==> src/rtl/mux5_bus_arbiter.sv <==
// Round-robin owner sequencer for the 5-input ALU result-select mux.
// Registered one-hot grant and select code, with hold limit and a dead cycle between owners.
module mux5_bus_arbiter #(
  parameter int HOLD_MAX = 15
) (
  input  logic       clk,
  input  logic       reset,
  input  logic [4:0] req,
  input  logic       done,
  output logic [4:0] grant,
  output logic [2:0] sel,
  output logic       busy,
  output logic       timeout
);

  typedef enum logic [1:0] {
    IDLE    = 2'd0,
    GRANT   = 2'd1,
    RELEASE = 2'd2
  } stateT;

  stateT      state;
  stateT      stateNxt;
  logic [4:0] grantNxt;
  logic [2:0] selNxt;
  logic       busyNxt;
  logic       timeoutNxt;
  logic [2:0] ptr;
  logic [2:0] ptrNxt;
  logic [3:0] cnt;
  logic [3:0] cntNxt;

  logic [2:0] winner;
  logic       found;
  logic [3:0] idx;
  logic       ownerReq;
  logic       holdDone;

  // Search ptr, ptr+1, ... modulo 5 for the first active request.
  always_comb begin
    winner = 3'd0;
    found  = 1'b0;
    idx    = 4'd0;
    for (int k = 0; k < 5; k++) begin
      idx = {1'b0, ptr} + 4'(k);
      if (idx >= 4'd5) idx = idx - 4'd5;
      if (!found && req[idx[2:0]]) begin
        found  = 1'b1;
        winner = idx[2:0];
      end
    end
  end

  assign ownerReq = |(req & grant);
  assign holdDone = (cnt == 4'(HOLD_MAX));

  always_comb begin
    stateNxt   = state;
    grantNxt   = grant;
    selNxt     = sel;
    busyNxt    = busy;
    timeoutNxt = 1'b0;
    ptrNxt     = ptr;
    cntNxt     = cnt;
    unique case (state)
      IDLE: begin
        grantNxt = 5'd0;
        busyNxt  = 1'b0;
        if (found) begin
          stateNxt = GRANT;
          grantNxt = 5'd1 << winner;
          selNxt   = winner;
          busyNxt  = 1'b1;
          cntNxt   = 4'd1;
          ptrNxt   = (winner == 3'd4) ? 3'd0 : winner + 3'd1;
        end
      end
      GRANT: begin
        // An owner finishing or dropping out beats hold expiry.
        if (done || !ownerReq) begin
          stateNxt = RELEASE;
          grantNxt = 5'd0;
          busyNxt  = 1'b1;
          cntNxt   = 4'd0;
        end else if (holdDone) begin
          stateNxt   = RELEASE;
          grantNxt   = 5'd0;
          busyNxt    = 1'b1;
          timeoutNxt = 1'b1;
          cntNxt     = 4'd0;
        end else begin
          cntNxt = cnt + 4'd1;
        end
      end
      RELEASE: begin
        stateNxt = IDLE;
        grantNxt = 5'd0;
        busyNxt  = 1'b0;
      end
      default: begin
        stateNxt = IDLE;
        grantNxt = 5'd0;
        busyNxt  = 1'b0;
      end
    endcase
  end

  always_ff @(posedge clk or posedge reset) begin
    if (reset) begin
      state   <= IDLE;
      grant   <= 5'd0;
      sel     <= 3'd0;
      busy    <= 1'b0;
      timeout <= 1'b0;
      ptr     <= 3'd0;
      cnt     <= 4'd0;
    end else begin
      state   <= stateNxt;
      grant   <= grantNxt;
      sel     <= selNxt;
      busy    <= busyNxt;
      timeout <= timeoutNxt;
      ptr     <= ptrNxt;
      cnt     <= cntNxt;
    end
  end

endmodule
==> config.mk <==
export PLATFORM = sky130hd
export DESIGN_NAME = mux5_bus_arbiter
export DESIGN_NICKNAME = d
export VERILOG_FILES = /design/src/rtl/mux5_bus_arbiter.sv
export SDC_FILE = /design/constraint.sdc
export NUM_CORES = 1
export LEC_CHECK = 0
export ABC_AREA = 1
export CORE_MARGIN = 3
export CORE_UTILIZATION = 36
export DETAILED_ROUTE_END_ITERATION = 12
export SYNTH_ARGS = -nofsm -noshare
export SYNTH_HDL_FRONTEND = slang
export SYNTH_SLANG_ARGS = --single-unit
==> constraint.sdc <==
create_clock -name clk -period 4.9 [get_ports clk]
set_clock_uncertainty 0.15 [all_clocks]
set_input_delay 0.98 -clock clk [delete_from_list [all_inputs] [get_ports clk]]
set_output_delay 0.98 -clock clk [all_outputs]
set_load 0.005 [all_outputs]
==> results by group <==
Clocking
  – Clk sinks: 19
  – Clock Root Buffer: clkbuf_8
  – Clock Tree Buf Depth: 2
  – Htree depth: 1
  – Hold Buf Count CTS: 0
  – CTS Buf Count: 3
  – Post-CTS setup buffers: 0
  – Clock-pin slew on the worst setup and hold paths: 70 ps
  – Post-cts resize count: 0
  – Worst skew pair latency: 260 ps
  – CTS tree: yes

Setup path
  – Most used cell, CP: nand2_1
  – Delay-heaviest family, CP: simple AND/OR/NAND/NOR gates
  – Worst path arrival time: 3760 ps
  – CP Launch Type: flip-flop
  – Slowest CP cell: dfrtp_1
  – CP Max Fanout: 14
  – Worst-path cell chain: inv_4 > ha_1 > inv_1 > fa_1 > inv_1 > nand2_1 > o21ai_1 > inv_1 > nand3_1 > nand2_1 > a21oi_4 > nand3_4 > nor2_8 > nand2_4 > o211ai_1 > nand2_1 > inv_1 > ha_1 > ha_1 > nor2_1 > nand2_1 > nand2_1
  – Setup Crit Path Kind: reg -> reg
  – WP data required: 4950 ps
  – CP Capture Type: flip-flop
  – CP max stage delay: 560 ps
  – WP buf/inv: 5

STA
  – Actual slew at the worst max-slew pin: 736 ps
  – Worst slew margin: 0.508
  – Period Utilization, post-route: 0.757
  – Slew Limit Fails: 0
  – Setup TNS: 0 ps
  – RSZ-0062 raised after global routing: false
  – F_max: 0.270 GHz
  – Fin. Hold Viols: 0
  – Endpoints failing setup: 0
  – Minimum clock period: 3710 ps

Synthesis
  – Syn Nets: 308
  – Syn Std Cell Area: 1920 um^2
  – Yosys warns: 0
  – Top cells by count, synth: 83 x nand2_1, 41 x nand3_1, 34 x inv_1, 19 x dfrtp_1, 19 x nor2_1
  – Yosys cell types: 29
  – Post-synthesis sequential area ratio: 0.247
  – Synthesis-stage register bit count: 19
  – Mean Syn Cell Area: 6.75 um^2
  – Post-Syn Instances: 285
  – Share of the synthesized area in the top cell type: 0.247
  – Most common cell in the netlist: nand2_1
  – Async SR Flop Fraction: 1.00
  – Top cells by area, synth: dfrtp_1 25%, nand2_1 16%, nand3_1 11%
  – Post-synth EDFFs: 0
  – Synth area leader: dfrtp_1
  – Synth Flop Type: dfrtp_1

Finish
  – Fillers: 532
  – Fin nets: 327
  – # diodes: 0
  – Area grow syn2layout: 14.2%
  – Share of cells above drive strength 1: 0.125

Floorplan
  – Vert. Die Dim: 79.1 um
  – Die X: 79.1 um
  – Starting Density: 0.389
  – Core ar.: 4940 um^2
  – FP Rows: 25
  – Top Ports: 18
  – Die Area: 6260 um^2

Worst hold path
  – Worst hold path class: reg -> reg

Routing
  – # DRC: 0
  – Routed vias: 1,895
  – Post-Route WL: 4.58 mm
  – Pre-antenna DRT Iters: 4
  – Via-to-Cell Ratio: 5.12
  – Antenna-violating nets left: 0
  – WL per Instance: 12.4 um
  – Starting DRT DRC Count: 70

Status
  – Status: complete, no violations

GRT
  – Initial antenna violation count: 0
  – Largest net degree at the start of global routing: 20
  – GR Overflow Total: 0
  – GR Util All Layers: 0.158
  – Number of global-route vias before repair: 1,765
  – Global-route wire length before repair: 8.07 mm

Placed design
  – Hpwl dp: 3.66 mm
  – Placer Congestion: 0.886
  – I/O Buffers: 17

Run
  – Max-cap violations: 0
state kept, by name, summed over array words and instances, names as in the netlist:
name,cells
sel,3
timeout,1
busy,1
grant,5
state,2
ptr,3
cnt,4
logic make-up after synthesis:
| group | Yosys count | share of synthesized area |
|---|---|---|
| AO/OA/AOI/OAI | 24 | 0.0794 |
| XOR/XNOR | 3 | 0.0137 |
| adder cells (fa/ha/maj) | 15 | 0.101 |
| AND/OR/NAND/NOR | 179 | 0.461 |
| flip-flops | 19 | 0.247 |
| buffers and inverters | 45 | 0.0969 |
layout make-up:
class	instances	area [um^2]	share of cell area
Inverter	42	160	0.0729
Clock buffer	3	41.3	0.0188
Tap cell	67	83.8	0.0382
Sequential cell	19	475	0.216
Multi-Input combinational cell	221	1260	0.574
Clock inverter	1	5.00	0.00228
Timing Repair Buffer	17	170	0.0774
path summary, 6_finish.rpt:
check | from | end | slack [ps] | depth (start not counted)
setup / recovery | ptr[0]$_DFFE_PP0P_ | ptr[2]$_DFFE_PP0P_ | 1190 | 22
hold / removal | sel[1]$_DFFE_PP0P_ | sel[1]$_DFFE_PP0P_ | 350 | 2
setup reg to reg | ptr[0]$_DFFE_PP0P_ | ptr[2]$_DFFE_PP0P_ | 1190 | 22
hold reg to reg | sel[1]$_DFFE_PP0P_ | sel[1]$_DFFE_PP0P_ | 350 | 2
max in group asynchronous | reset | cnt[0]$_DFFE_PP0P_ | 3140 | 2
min in group asynchronous | reset | sel[2]$_DFFE_PP0P_ | 990 | 2
cells in the final DEF (no fill, tap or decap), drive strengths merged, types with 2 or more instances in the layout:
cell type	synthesis	routed
dfrtp	19	19
inv	42	42
clkbuf	1	3
ha	14	14
a21oi	4	4
nand2	96	96
nand3	50	50
clkdlybuf4s50	0	17
o21ai	14	14
o211ai	4	4
nand4	11	11
xnor2	2	2
nor2	21	21
metal layers:
layer  wire length (um)  GRT usage
met3                122    0.00454
met5                  0          0
met2               2070      0.258
met1               2300      0.222
met4                 85     0.0584
per-stage QoR:
stage	cells	hold WS [ps]	utilization	setup slack, ps	instance area (um^2)
final	370	349	0.445	1190	2200
after global routing	370	384	0.445	854	2200
after CTS	370	349	0.445	1160	2200
after detailed placement	366	318	0.435	1190	2150
after global placement	366	329	0.435	1240	2150
after floorplan	285	322	-	1590	1920
tightest hold or removal path: stages, from the launching register on:
cell,delay (ps)
dfrtp_1,350
nand2_1,50
nand2_1,60
Power is not shown: default switching activity piles up to over one toggle a cycle in this logic, so the estimate is an artifact.
